===== src/rtl/pwm_capture_pkg.sv =====
// ---------------------------------------------------------------------------
// pwm_capture_pkg
// Shared types for the PWM capture block.
//   cap_state_e : measurement FSM state (IDLE, HIGH, LOW)
// ---------------------------------------------------------------------------
package pwm_capture_pkg;

  typedef enum logic [1:0] {
    IDLE = 2'd0,
    HIGH = 2'd1,
    LOW  = 2'd2
  } cap_state_e;

endpackage


===== src/rtl/pwm_capture_in_cond.sv =====
// ---------------------------------------------------------------------------
// pwm_in_cond
// Conditions an asynchronous pin input: synchroniser, optional glitch filter
// (built only with PWM_CAPTURE_FILTER_EN), then a registered edge detector.
// s, rise and fall are all registered and mutually aligned: in the cycle
// rise is high, s is already 1 (and 0 for fall).
// Parameters:
//   SYNC_STAGES : synchroniser depth (>= 2)
//   FILT_LEN    : cycles of stable differing level before the filtered level
//                 follows (present only when the filter is built in)
// Ports:
//   clk    in  system clock
//   rst_n  in  asynchronous active-low reset
//   pwm_in in  asynchronous pin level
//   s      out conditioned level
//   rise   out one-cycle pulse on a 0->1 transition of s
//   fall   out one-cycle pulse on a 1->0 transition of s
// ---------------------------------------------------------------------------
module pwm_in_cond #(
  parameter int SYNC_STAGES = 2
`ifdef PWM_CAPTURE_FILTER_EN
  , parameter int FILT_LEN  = 4
`endif
) (
  input  logic clk,
  input  logic rst_n,
  input  logic pwm_in,
  output logic s,
  output logic rise,
  output logic fall
);

  logic [SYNC_STAGES-1:0] sync;
  logic                   lvl;

  // synchroniser
  always_ff @(posedge clk or negedge rst_n) begin
    if (!rst_n) sync <= '0;
    else        sync <= {sync[SYNC_STAGES-2:0], pwm_in};
  end

`ifdef PWM_CAPTURE_FILTER_EN
  localparam int FW = $clog2(FILT_LEN + 1);

  logic          filt;
  logic [FW-1:0] fcnt;

  // filtered level follows only after FILT_LEN consecutive differing cycles
  always_ff @(posedge clk or negedge rst_n) begin
    if (!rst_n) begin
      filt <= 1'b0;
      fcnt <= '0;
    end else if (sync[SYNC_STAGES-1] != filt) begin
      if (fcnt == FW'(FILT_LEN - 1)) begin
        filt <= sync[SYNC_STAGES-1];
        fcnt <= '0;
      end else begin
        fcnt <= fcnt + 1'b1;
      end
    end else begin
      fcnt <= '0;
    end
  end

  assign lvl = filt;
`else
  assign lvl = sync[SYNC_STAGES-1];
`endif

  // edge detect; registered so that s/rise/fall line up
  always_ff @(posedge clk or negedge rst_n) begin
    if (!rst_n) begin
      s    <= 1'b0;
      rise <= 1'b0;
      fall <= 1'b0;
    end else begin
      s    <= lvl;
      rise <= lvl & ~s;
      fall <= ~lvl & s;
    end
  end

endmodule


===== src/rtl/pwm_capture.sv =====
// ---------------------------------------------------------------------------
// pwm_capture
// Measures an external PWM waveform: period (rise to rise) and high time
// (rise to fall) in clk cycles, reported once per full period, plus detection
// of an input that has stopped toggling.
// Optional glitch filter: define PWM_CAPTURE_FILTER_EN (adds FILT_LEN param).
// Parameters:
//   CNT_W       : counter/output width
//   TIMEOUT     : cycles without a required edge before stuck_o (2..2**CNT_W-1)
//   SYNC_STAGES : input synchroniser depth (>= 2)
//   FILT_LEN    : glitch filter length (only with PWM_CAPTURE_FILTER_EN)
// Ports:
//   clk         in  system clock
//   rst_n       in  asynchronous active-low reset
//   en_i        in  capture enable; low aborts and holds in IDLE
//   pwm_in      in  asynchronous PWM input
//   period_o    out last measured period
//   high_o      out last measured high time
//   valid_o     out one-cycle pulse when period_o/high_o update
//   stuck_o     out input has had no required edge for TIMEOUT cycles
//   stuck_lvl_o out input level captured when stuck_o was set
// ---------------------------------------------------------------------------
module pwm_capture
  import pwm_capture_pkg::*;
#(
  parameter int CNT_W       = 16,
  parameter int TIMEOUT     = (1 << CNT_W) - 1,
  parameter int SYNC_STAGES = 2
`ifdef PWM_CAPTURE_FILTER_EN
  , parameter int FILT_LEN  = 4
`endif
) (
  input  logic             clk,
  input  logic             rst_n,
  input  logic             en_i,
  input  logic             pwm_in,
  output logic [CNT_W-1:0] period_o,
  output logic [CNT_W-1:0] high_o,
  output logic             valid_o,
  output logic             stuck_o,
  output logic             stuck_lvl_o
);

  localparam logic [CNT_W-1:0] TMO = CNT_W'(TIMEOUT);

  logic s, rise, fall;

  pwm_in_cond #(
    .SYNC_STAGES(SYNC_STAGES)
`ifdef PWM_CAPTURE_FILTER_EN
    , .FILT_LEN (FILT_LEN)
`endif
  ) u_cond (
    .clk   (clk),
    .rst_n (rst_n),
    .pwm_in(pwm_in),
    .s     (s),
    .rise  (rise),
    .fall  (fall)
  );

  cap_state_e       state, state_n;
  logic [CNT_W-1:0] cnt, cnt_n, cnt_inc;
  logic [CNT_W-1:0] hi_cnt, hi_cnt_n;
  logic [CNT_W-1:0] period_n, high_n;
  logic             valid_n, stuck_n, stuck_lvl_n;

  // counter saturates at TIMEOUT so it can never wrap
  assign cnt_inc = (cnt == TMO) ? cnt : cnt + 1'b1;

  always_ff @(posedge clk or negedge rst_n) begin
    if (!rst_n) begin
      state       <= IDLE;
      cnt         <= '0;
      hi_cnt      <= '0;
      period_o    <= '0;
      high_o      <= '0;
      valid_o     <= 1'b0;
      stuck_o     <= 1'b0;
      stuck_lvl_o <= 1'b0;
    end else begin
      state       <= state_n;
      cnt         <= cnt_n;
      hi_cnt      <= hi_cnt_n;
      period_o    <= period_n;
      high_o      <= high_n;
      valid_o     <= valid_n;
      stuck_o     <= stuck_n;
      stuck_lvl_o <= stuck_lvl_n;
    end
  end

  always_comb begin
    state_n     = state;
    cnt_n       = cnt;
    hi_cnt_n    = hi_cnt;
    period_n    = period_o;
    high_n      = high_o;
    valid_n     = 1'b0;
    stuck_n     = stuck_o;
    stuck_lvl_n = stuck_lvl_o;

    if (!en_i) begin
      state_n = IDLE;
      cnt_n   = '0;
      stuck_n = 1'b0;
    end else begin
      // edges always take priority over the timeout check
      unique case (state)
        IDLE: begin
          if (rise) begin
            state_n = HIGH;
            cnt_n   = CNT_W'(1);
          end else if (fall) begin
            cnt_n = '0;
          end else if (cnt == TMO) begin
            // covers an input stuck since reset or since a previous timeout
            stuck_n     = 1'b1;
            stuck_lvl_n = s;
          end else begin
            cnt_n = cnt_inc;
          end
        end
        HIGH: begin
          if (fall) begin
            state_n  = LOW;
            hi_cnt_n = cnt;
            cnt_n    = cnt_inc;
          end else if (rise) begin
            // a lost low phase: restart the measurement from this rise
            cnt_n = CNT_W'(1);
          end else if (cnt == TMO) begin
            state_n     = IDLE;
            cnt_n       = '0;
            stuck_n     = 1'b1;
            stuck_lvl_n = s;
          end else begin
            cnt_n = cnt_inc;
          end
        end
        LOW: begin
          if (rise) begin
            state_n  = HIGH;
            cnt_n    = CNT_W'(1);
            period_n = cnt;
            high_n   = hi_cnt;
            valid_n  = 1'b1;
            stuck_n  = 1'b0;
          end else if (!fall && cnt == TMO) begin
            state_n     = IDLE;
            cnt_n       = '0;
            stuck_n     = 1'b1;
            stuck_lvl_n = s;
          end else begin
            cnt_n = cnt_inc;
          end
        end
        default: begin
          state_n = IDLE;
          cnt_n   = '0;
        end
      endcase
    end
  end

endmodule

===== config.mk =====
export PLATFORM = sky130hd
export DESIGN_NAME = pwm_capture
export DESIGN_NICKNAME = d
export VERILOG_FILES = /design/src/rtl/pwm_capture_pkg.sv /design/src/rtl/pwm_capture_in_cond.sv /design/src/rtl/pwm_capture.sv
export SDC_FILE = /design/constraint.sdc
export NUM_CORES = 1
export LEC_CHECK = 0
export ABC_AREA = 0
export BUFFER_PORTS_ARGS = -buffer_cell sky130_fd_sc_hd__buf_4
export CORE_AREA = 2 2 87 89
export DETAILED_ROUTE_END_ITERATION = 12
export DIE_AREA = 0 0 89 91
export SKIP_CTS_REPAIR_TIMING = 1
export SLEW_MARGIN = 10
export SYNTH_ARGS = -nofsm -noshare
export SYNTH_HDL_FRONTEND = slang
export SYNTH_SLANG_ARGS = --single-unit

===== constraint.sdc =====
create_clock -name clk -period 3.25 [get_ports clk]
set_clock_uncertainty 0.1 [all_clocks]
set_input_delay 0.325 -clock clk [delete_from_list [all_inputs] [get_ports clk]]
set_output_delay 0.325 -clock clk [all_outputs]
set_load 0.01 [all_outputs]

==> results.sh, run 1 <==
export IMPL_stdcell_count=458
export IMPL_root_buffer="clkbuf_8"
export IMPL_met1_usage=0.264
export IMPL_port_buffers=38
export IMPL_combPwrFrac=0.047
export IMPL_synth_nets=323
export IMPL_finalCritPeriodShare=0.850
export IMPL_cp_max_fo=7
export IMPL_cts_max_path_buffers=2
export IMPL_grt_overflow_total=0
export IMPL_pwr_density_cell_mw_per_mm2=449
export IMPL_first_iter_violations=114
export IMPL_antenna_left=0
export IMPL_vias=2301
export IMPL_worstSetupEndpointType="register"
export IMPL_maxCapViolCount=0
export IMPL_power_switching_mw=0.404
export IMPL_met2_usage=0.269
export IMPL_grt_pass1_wl_mm=11.4
export IMPL_setup_worst_path_start_class="register"
export IMPL_drt_first_pass_iters=4
export IMPL_layout_area_overhead_vs_synth_pct=17.3
export IMPL_critPathRequiredTime_ps=3380
export IMPL_cts_tree="yes"
export IMPL_crit_type="register to register"
export IMPL_ys_types=43
export IMPL_seqPwrFrac=0.573
export IMPL_die_x_um=89
export IMPL_grt_pass1_vias=2232
export IMPL_cts_sinks=74
export IMPL_nFillCells=684
export IMPL_clk_transition_reported_paths_ps=80
export IMPL_rsz0062_at_grt="false"
export IMPL_cts_inserted_buffers=9
export IMPL_antenna_found_initial=0
export IMPL_ys_warnings_count=0
export IMPL_p_int_mw=1.26
export IMPL_syn_inst=317
export IMPL_fmax_ghz=0.362
export IMPL_ys_seq_area_frac=0.585
export IMPL_tightestPinTransition_ps=960
export IMPL_crit_path_start="cnt[1]$_DFFE_PN0P_"
export IMPL_ir_drop_mv=0.316
export IMPL_synthesis_area_sq_mm=0.00316
export IMPL_clk_latency_ps=340
export IMPL_setup_violations=0
export IMPL_r2r_start="cnt[1]$_DFFE_PN0P_"
export IMPL_detail_route_vias_per_cell=5.02
export IMPL_ys_ff_latch=74
export IMPL_drv_slew=0
export IMPL_cp_arrival_ps=2890
export IMPL_grtUsageMet3=0.0500
export IMPL_fin_area_sq_mm=0.00371
export IMPL_status="completed"
export IMPL_clkPwrFrac=0.380
export IMPL_dp_hpwl_mm=4.43
export IMPL_num_rows=31
export IMPL_coreArea_sq_mm=0.00714
export IMPL_grt_max_degree=75
export IMPL_die_y_um=91
export IMPL_synth_async_reset_ratio=1.00
export IMPL_period_minus_slack_ps=2760
export IMPL_globalplace_congestion=0.867
export IMPL_start_util=0.443
export IMPL_drc=0
export IMPL_synth_ff_type="dfrtp_1"
export IMPL_die_area_sq_mm=0.00810
export IMPL_drive_gt1_frac=0.223
export IMPL_synth_avg_cell_area_sq_um=9.98
export IMPL_rrSetupSlack_ps=490
export IMPL_synth_edf_count=0
export IMPL_grt_busiest_layer="met2"
export IMPL_wl_per_cell_um=14.4
export IMPL_p_leak_nw=1.91
export IMPL_ctsHtreeMaxLevel=3
export IMPL_final_hold_violation_count=0
export IMPL_finalSetupTns_ps=0
export IMPL_min_path_type="input pin to asynchronous set/reset pin"
export IMPL_placedCellCount=441
export IMPL_place_area_sq_mm=0.00352
export IMPL_io_pin_count=39
export IMPL_routed_wl_mm=6.60
export IMPL_grtUsageTotal=0.182
export IMPL_slew_headroom=0.359
export IMPL_n_antenna_cell=0
export IMPL_fin_nets=360
export IMPL_switching_share=0.242
==> layout make-up <==
type,instances,area [sq um],area share
Inverter,5,18.8,0.00506
Sequential cell,74,1850,0.499
Tap cell,99,124,0.0334
Multi-Input combinational cell,223,1230,0.331
Clock buffer,10,138,0.0371
Timing Repair Buffer,41,310,0.0836
Clock inverter,6,41.3,0.0111
==> metal layers <==
metal  routed length (um)  part of all wire  vias to the layer above
li1                     -                 -                     1140
met1                 3130              0.47                     1106
met2                 3110              0.47                       50
met3                  288             0.044                        5
met4                   63            0.0096                        0
met5                    0                 0                        -
==> Yosys cell counts, drive strengths merged, types with 3 or more instances <==
cell type  number  area, sq um
o21ai           4         20.0
nor2           17         63.8
inv             5         18.8
dfrtp          74         1850
nor4            3         18.8
o211ai          3         22.5
nand3           7         35.0
buf             7         36.3
mux2           16          180
nor3            8         45.0
a21oi          10         50.1
xnor2           6         52.6
nor2b           5         38.8
nor3b           3         22.5
nand2         107          402
clkbuf          8         30.0
nand4           7         50.1
==> worst max-delay path, stage by stage, from the launching register on <==
cell	delay [ps]
dfrtp_1	440
ha_1	240
nand3_1	200
nor4_1	230
buf_4	190
inv_1	120
ha_1	210
o21ai_0	150
o31ai_1	90
o221a_2	280
and2_0	130
a211o_1	260
==> stage by stage <==
stage / utilization / hold slack (ps) / power (mW) / setup slack [ps]
after floorplan: - / -70.6 / 1.02 / 437
after global placement: 0.494 / 238 / 1.05 / 593
after detailed placement: 0.494 / 248 / 1.05 / 491
after CTS: 0.519 / -23.5 / 1.69 / 470
after global routing: 0.520 / 107 / 1.75 / 198
final: 0.520 / 27.1 / 1.67 / 487
==> flip-flops by register name, summed over array words and instances, names as in the netlist <==
register and count:
cnt 16, period_o 16, u_cond.rise 1, u_cond.s 1, high_o 16, state 2, stuck_o 1, u_cond.fall 1
hi_cnt 16, stuck_lvl_o 1, valid_o 1, u_cond.sync 2
==> path summary, 6_finish.rpt <==
check / to / depth (start not counted)
setup / recovery: cnt[0]$_DFFE_PN0P_ / 11
hold / removal: valid_o$_DFF_PN0_ / 1
setup reg to reg: cnt[0]$_DFFE_PN0P_ / 11
hold reg to reg: u_cond.sync[1]$_DFF_PN0_ / 0
max in group asynchronous: cnt[4]$_DFFE_PN0P_ / 1
min in group clk: stuck_o$_DFFE_PN0P_ / 3
==> cells in the final DEF (no fill, tap or decap), types with 2 or more instances in the layout <==
cell type,instances
a21o_1,2
a21oi_1,10
a31oi_1,2
buf_4,40
clkbuf_8,10
clkinv_2,2
clkinvlp_4,3
dfrtp_1,74
ha_1,2
inv_1,5
mux2_2,16
nand2_1,107
nand3_1,7
nand4_1,6
nor2_1,17
nor2b_1,4
nor3_1,7
nor3b_1,3
nor4_1,3
o211ai_1,3
o21ai_0,4
o31ai_1,2
or3_1,2
xnor2_1,6
xor2_1,2
==> power by group through the flow <==
stage | Clock, mW | Combinational [mW] | Sequential (mW)
2_1_floorplan | 0 | 0.0513 | 0.965
3_3_place_gp | 0 | 0.0796 | 0.972
3_5_place_dp | 0 | 0.0796 | 0.972
4_1_cts | 0.659 | 0.0797 | 0.954
5_1_grt | 0.700 | 0.0905 | 0.957
6_report | 0.634 | 0.0783 | 0.954
==> logic make-up (layout without fill, tap and decap cells) <==
| family | count (synthesis) | after routing | synth area share |
|---|---|---|---|
| AOI/OAI and AO/OA | 31 | 31 | 0.0664 |
| buffers and inverters | 20 | 62 | 0.0269 |
| DFF | 74 | 74 | 0.585 |
| muxes | 16 | 16 | 0.0569 |
| and+or+nand+nor | 166 | 166 | 0.234 |
| xor gates and xnor gates | 8 | 8 | 0.0221 |
| adders and majority gates | 2 | 2 | 0.00791 |
Note: power is estimated with default switching activity, not from simulation.
==> run 2, diff against run 1 <==
- CELL_PAD_IN_SITES_DETAIL_PLACEMENT: unset -> 1
- CELL_PAD_IN_SITES_GLOBAL_PLACEMENT: unset -> 1
- CORE_AREA: 2 2 87 89 -> 2 2 88 90
- DIE_AREA: 0 0 89 91 -> 0 0 90 92
- PLACE_DENSITY_LB_ADDON: unset -> 0.1
==> run 2 against run 1 <==
Compared with the run above:
- combinational power grew 4.7%
- non-clock buffer count up 1
- critical path depth down 1
- maximum frequency fell by 5.9%
- register-to-register slack got worse by 170 ps
- sequential power barely moved
- hold slack worse by 22 ps
- setup slack got worse by 170 ps
- die area rose by 2.2%
- cell area increased by 0.71%
- highest routed layer unchanged
- power rose by 5.2%
==> results.sh, run 2 (synthesis gave the netlist of run 1 again) <==
export IMPL_io_pin_count=39
export IMPL_start_util=0.425
export IMPL_cp_common_cell="ha_1"
export IMPL_drc=0
export IMPL_rsz0062_at_grt="false"
export IMPL_min_path_type="input pin to asynchronous set/reset pin"
export IMPL_n_antenna_cell=0
export IMPL_drt_first_pass_iters=4
export IMPL_antenna_found_initial=0
export IMPL_drv_slew=0
export IMPL_wl_per_cell_um=16.3
export IMPL_register_area_sq_mm=0.00185
export IMPL_total_power_mw=1.75
export IMPL_grt_pass1_wl_mm=12.7
export IMPL_period_minus_slack_ps=2940
export IMPL_cp_max_fo=7
export IMPL_slowest_delay_ps=460
export IMPL_final_cell_mix="107 x nand2_1, 74 x dfrtp_1, 41 x buf_4"
export IMPL_cp_slowest_cell="dfrtp_1"
export IMPL_pwr_density_cell_mw_per_mm2=469
export IMPL_crit_chain="ha_1, nand3_1, nor4_1, inv_1, ha_1, o21ai_0, o31ai_1, o221a_2, and2_0, a211o_1"
export IMPL_multiInputGateArea_sq_mm=0.00123
export IMPL_routed_wl_mm=7.55
export IMPL_ir_drop_mv=0.295
export IMPL_grt_overflow_total=0
export IMPL_ctsHtreeMaxLevel=3
export IMPL_fmax_ghz=0.341
export IMPL_maxCapViolCount=0
export IMPL_cts_tree="yes"
export IMPL_status="completed"
export IMPL_setup_worst_path_start_class="register"
export IMPL_whs_ps=5.52
export IMPL_cts_inserted_buffers=9
export IMPL_clk_latency_ps=350
export IMPL_port_buffers=38
export IMPL_final_hold_violation_count=0
export IMPL_drive_gt1_frac=0.222
export IMPL_cts_max_path_buffers=2
export IMPL_slew_headroom=0.332
export IMPL_num_rows=32
export IMPL_dp_hpwl_mm=5.16
export IMPL_nFillCells=862
export IMPL_die_y_um=92
export IMPL_met1_usage=0.268
export IMPL_grt_pass1_vias=2392
export IMPL_die_x_um=90
export IMPL_final_util=0.502
export IMPL_root_buffer="clkbuf_8"
export IMPL_cp_arrival_ps=3070
export IMPL_first_iter_violations=110
export IMPL_antenna_left=0
export IMPL_coreArea_sq_mm=0.00745
export IMPL_fin_nets=361
export IMPL_finalSetupTns_ps=0
export IMPL_cts_sinks=74
export IMPL_setup_violations=0
export IMPL_layout_area_overhead_vs_synth_pct=18.1
export IMPL_met2_usage=0.318
export IMPL_vias=2381
export IMPL_p_leak_nw=1.92
export IMPL_critPathRequiredTime_ps=3380
export IMPL_finalCritPeriodShare=0.904
export IMPL_final_common_cell="nand2_1"
export IMPL_grt_busiest_layer="met2"
export IMPL_tightestPinTransition_ps=1000
export IMPL_die_area_sq_mm=0.00828
export IMPL_grtUsageMet3=0.0403
export IMPL_grtUsageTotal=0.198
export IMPL_placedCellCount=445
export IMPL_worstSetupEndpointType="register"
export IMPL_globalplace_congestion=0.838
export IMPL_grt_max_degree=75
export IMPL_stdcell_count=462
export IMPL_detail_route_vias_per_cell=5.15
export IMPL_crit_type="register to register"
export IMPL_clk_transition_reported_paths_ps=90
==> run 2: final timing paths <==
path	start	end	slack (ps)	cells past startpoint
hold / removal	rst_n	high_o[12]$_DFFE_PN0P_	6	1
setup / recovery	cnt[1]$_DFFE_PN0P_	cnt[0]$_DFFE_PN0P_	310	10
min in group clk	en_i	state[0]$_DFFE_PN0P_	160	3
max in group asynchronous	rst_n	u_cond.fall$_DFF_PN0_	2440	1
setup reg to reg	cnt[1]$_DFFE_PN0P_	cnt[0]$_DFFE_PN0P_	310	10
hold reg to reg	u_cond.sync[0]$_DFF_PN0_	u_cond.sync[1]$_DFF_PN0_	260	0
==> run 2: layout make-up <==
type	instances	share of cell area
repair buffers	42	0.0850
clock buffers	10	0.0341
well taps	102	0.0341
clock inverters	6	0.0177
multi-input cells	223	0.328
inverters	5	0.00502
flip-flops and latches	74	0.495
==> run 2: where the power goes <==
group	switching (mW)	leakage, nW	internal [mW]	total, mW
clock	0.361	0.0889	0.356	0.717
combinational	0.0522	0.810	0.0298	0.0820
sequential	0.0188	1.02	0.936	0.955
total	0.432	1.92	1.32	1.75
==> run 2: worst max-delay path: cells and delay by family, from the launching register on <==
family	cells	cell delay (ps)
simple gates	3	730
compound gates	4	830
buf+inv	1	230
fa+ha+maj	2	470
flops	1	460
==> run 2: per-stage QoR <==
stage | instance area (sq um) | setup slack [ps]
4_1_cts | 3730 | 312
3_5_place_dp | 3530 | 345
2_1_floorplan | 3160 | 437
6_report | 3740 | 313
3_3_place_gp | 3530 | 531
5_1_grt | 3740 | 91.9
==> run 2: routing by layer <==
metal  vias to the layer above  wire length (um)  share of wire
li1                       1139                 -              -
met4                         0                82          0.011
met1                      1186              3490           0.46
met5                         -                 0              0
met3                         8               271          0.036
met2                        48              3710           0.49
==> run 3, diff against run 2 <==
- PLACE_DENSITY: unset -> 0.82
- PLACE_DENSITY_LB_ADDON: 0.1 -> unset
==> run 3 against run 2 <==
Compared with the run above:
- the flow now finishes with violations (negative hold slack)
- power fell by 1.8%
- non-clock buffer count did not move
- via count rose by 0.67%
- highest routed layer unchanged
- critical endpoint unchanged
- maximum frequency rose by 2.8%
- largest power group unchanged
- sequential share of layout area barely moved
- hold slack got worse by 6.6 ps
==> results.sh, run 3 (synthesis gave the netlist of run 1 again) <==
export IMPL_status="finished with violations"
export IMPL_violations="negative hold slack"
export IMPL_vias=2397
export IMPL_maxCapViolCount=0
export IMPL_cts_tree="yes"
export IMPL_setup_worst_path_start_class="register"
export IMPL_fin_nets=361
export IMPL_p_leak_nw=1.93
export IMPL_rsz0062_at_grt="false"
export IMPL_nFillCells=874
export IMPL_wl_met3_um=307
export IMPL_routed_wl_mm=7.45
export IMPL_coreArea_sq_mm=0.00745
export IMPL_crit_path_start="cnt[1]$_DFFE_PN0P_"
export IMPL_clk_latency_ps=350
export IMPL_grt_max_degree=75
export IMPL_antenna_found_initial=0
export IMPL_cts_sinks=74
export IMPL_fmax_ghz=0.350
export IMPL_cp_common_cell="ha_1"
export IMPL_first_iter_violations=119
export IMPL_die_y_um=92
export IMPL_finalSetupTns_ps=0
export IMPL_tightestPinTransition_ps=922
export IMPL_final_cell_mix="107 x nand2_1, 74 x dfrtp_1, 41 x buf_4"
export IMPL_stdcell_count=462
export IMPL_dr_max_layer_used="met4"
export IMPL_wl_met1_mm=3.38
export IMPL_globalplace_congestion=0.837
export IMPL_slowest_delay_ps=440
export IMPL_clk_transition_reported_paths_ps=80
export IMPL_grt_overflow_total=0
export IMPL_cp_slowest_cell="dfrtp_1"
export IMPL_wl_met2_mm=3.67
export IMPL_multiInputGateArea_sq_mm=0.00123
export IMPL_drt_first_pass_iters=7
export IMPL_slew_headroom=0.385
export IMPL_layout_area_overhead_vs_synth_pct=18.0
export IMPL_worstSetupEndpointType="register"
export IMPL_placedCellCount=445
export IMPL_total_power_mw=1.72
export IMPL_ctsHtreeMaxLevel=3
export IMPL_whs_ps=-1.08
export IMPL_final_hold_violation_count=2
export IMPL_final_util=0.501
export IMPL_antenna_left=0
export IMPL_grt_pass1_wl_mm=12.7
export IMPL_final_common_cell="nand2_1"
export IMPL_drive_gt1_frac=0.225
export IMPL_crit_type="register to register"
export IMPL_grt_pass1_vias=2580
export IMPL_dp_hpwl_mm=4.95
export IMPL_crit_chain="ha_1, nand3_1, nor4_1, inv_1, ha_1, o21ai_0, o31ai_1, o221a_2, and2_0, a211o_1"
export IMPL_cts_max_path_buffers=2
export IMPL_io_pin_count=39
export IMPL_min_path_type="input pin to asynchronous set/reset pin"
export IMPL_critPathRequiredTime_ps=3390
export IMPL_cp_max_fo=7
export IMPL_wl_per_cell_um=16.1
export IMPL_port_buffers=38
export IMPL_detail_route_vias_per_cell=5.19
export IMPL_start_util=0.425
export IMPL_root_buffer="clkbuf_8"
export IMPL_die_x_um=90
export IMPL_n_antenna_cell=0
export IMPL_period_minus_slack_ps=2860
export IMPL_r2r_start="cnt[1]$_DFFE_PN0P_"
export IMPL_drv_slew=0
export IMPL_cts_inserted_buffers=9
export IMPL_setup_violations=0
export IMPL_pwr_density_cell_mw_per_mm2=461
export IMPL_die_area_sq_mm=0.00828
export IMPL_cp_arrival_ps=2990
export IMPL_finalCritPeriodShare=0.879
export IMPL_drc=0
export IMPL_register_area_sq_mm=0.00185
export IMPL_num_rows=32
export IMPL_grtUsageTotal=0.197
export IMPL_ir_drop_mv=0.251
-- run 3: cell count changes in the layout (fill, tap and decap cells not counted), sizes merged --
cell	before	now
bufinv	1	0
clkinv	1	2
clkbuf	10	12
clkinvlp	3	2
inv	6	5
-- run 3: stage by stage --
stage          setup slack (ps)  cell area [sq um]
3_3_place_gp                572               3530
3_5_place_dp                446               3530
4_1_cts                     418               3720
2_1_floorplan               437               3160
5_1_grt                     224               3730
6_report                    393               3730
-- run 3: where the power goes --
group	internal [mW]	total [mW]	switching, mW
Sequential	0.936	0.955	0.0184
Clock	0.337	0.685	0.348
Combinational	0.0302	0.0833	0.0531
Total	1.30	1.72	0.419
-- run 3: layout make-up --
class | instances | area share
multi-input combinational | 223 | 0.329
clock inverter | 4 | 0.00670
inverter | 5 | 0.00503
sequential | 74 | 0.496
clock buffer | 12 | 0.0442
tap | 102 | 0.0342
timing repair buffer | 42 | 0.0851
-- run 3: routing by layer --
layer,global-route usage,vias to the layer above
met4,0.0744,0
met2,0.325,44
met1,0.246,1210
li1,-,1134
met5,0,-
met3,0.0600,9
-- run 3: worst paths after layout --
path | to | depth (start not counted) | slack (ps)
setup / recovery | cnt[0]$_DFFE_PN0P_ | 10 | 390
hold / removal | high_o[8]$_DFFE_PN0P_ | 1 | -1
setup reg to reg | cnt[0]$_DFFE_PN0P_ | 10 | 390
hold reg to reg | u_cond.sync[1]$_DFF_PN0_ | 0 | 250
max in group asynchronous | u_cond.s$_DFF_PN0_ | 1 | 2450
min in group clk | state[0]$_DFFE_PN0P_ | 3 | 150
-- run 3: critical path, delay by kind of cell (launching register included) --
family / cells / cell delay (ps)
simple gates: 3 / 690
fa+ha+maj: 2 / 470
flops: 1 / 440
buf+inv: 1 / 220
compound gates: 4 / 810
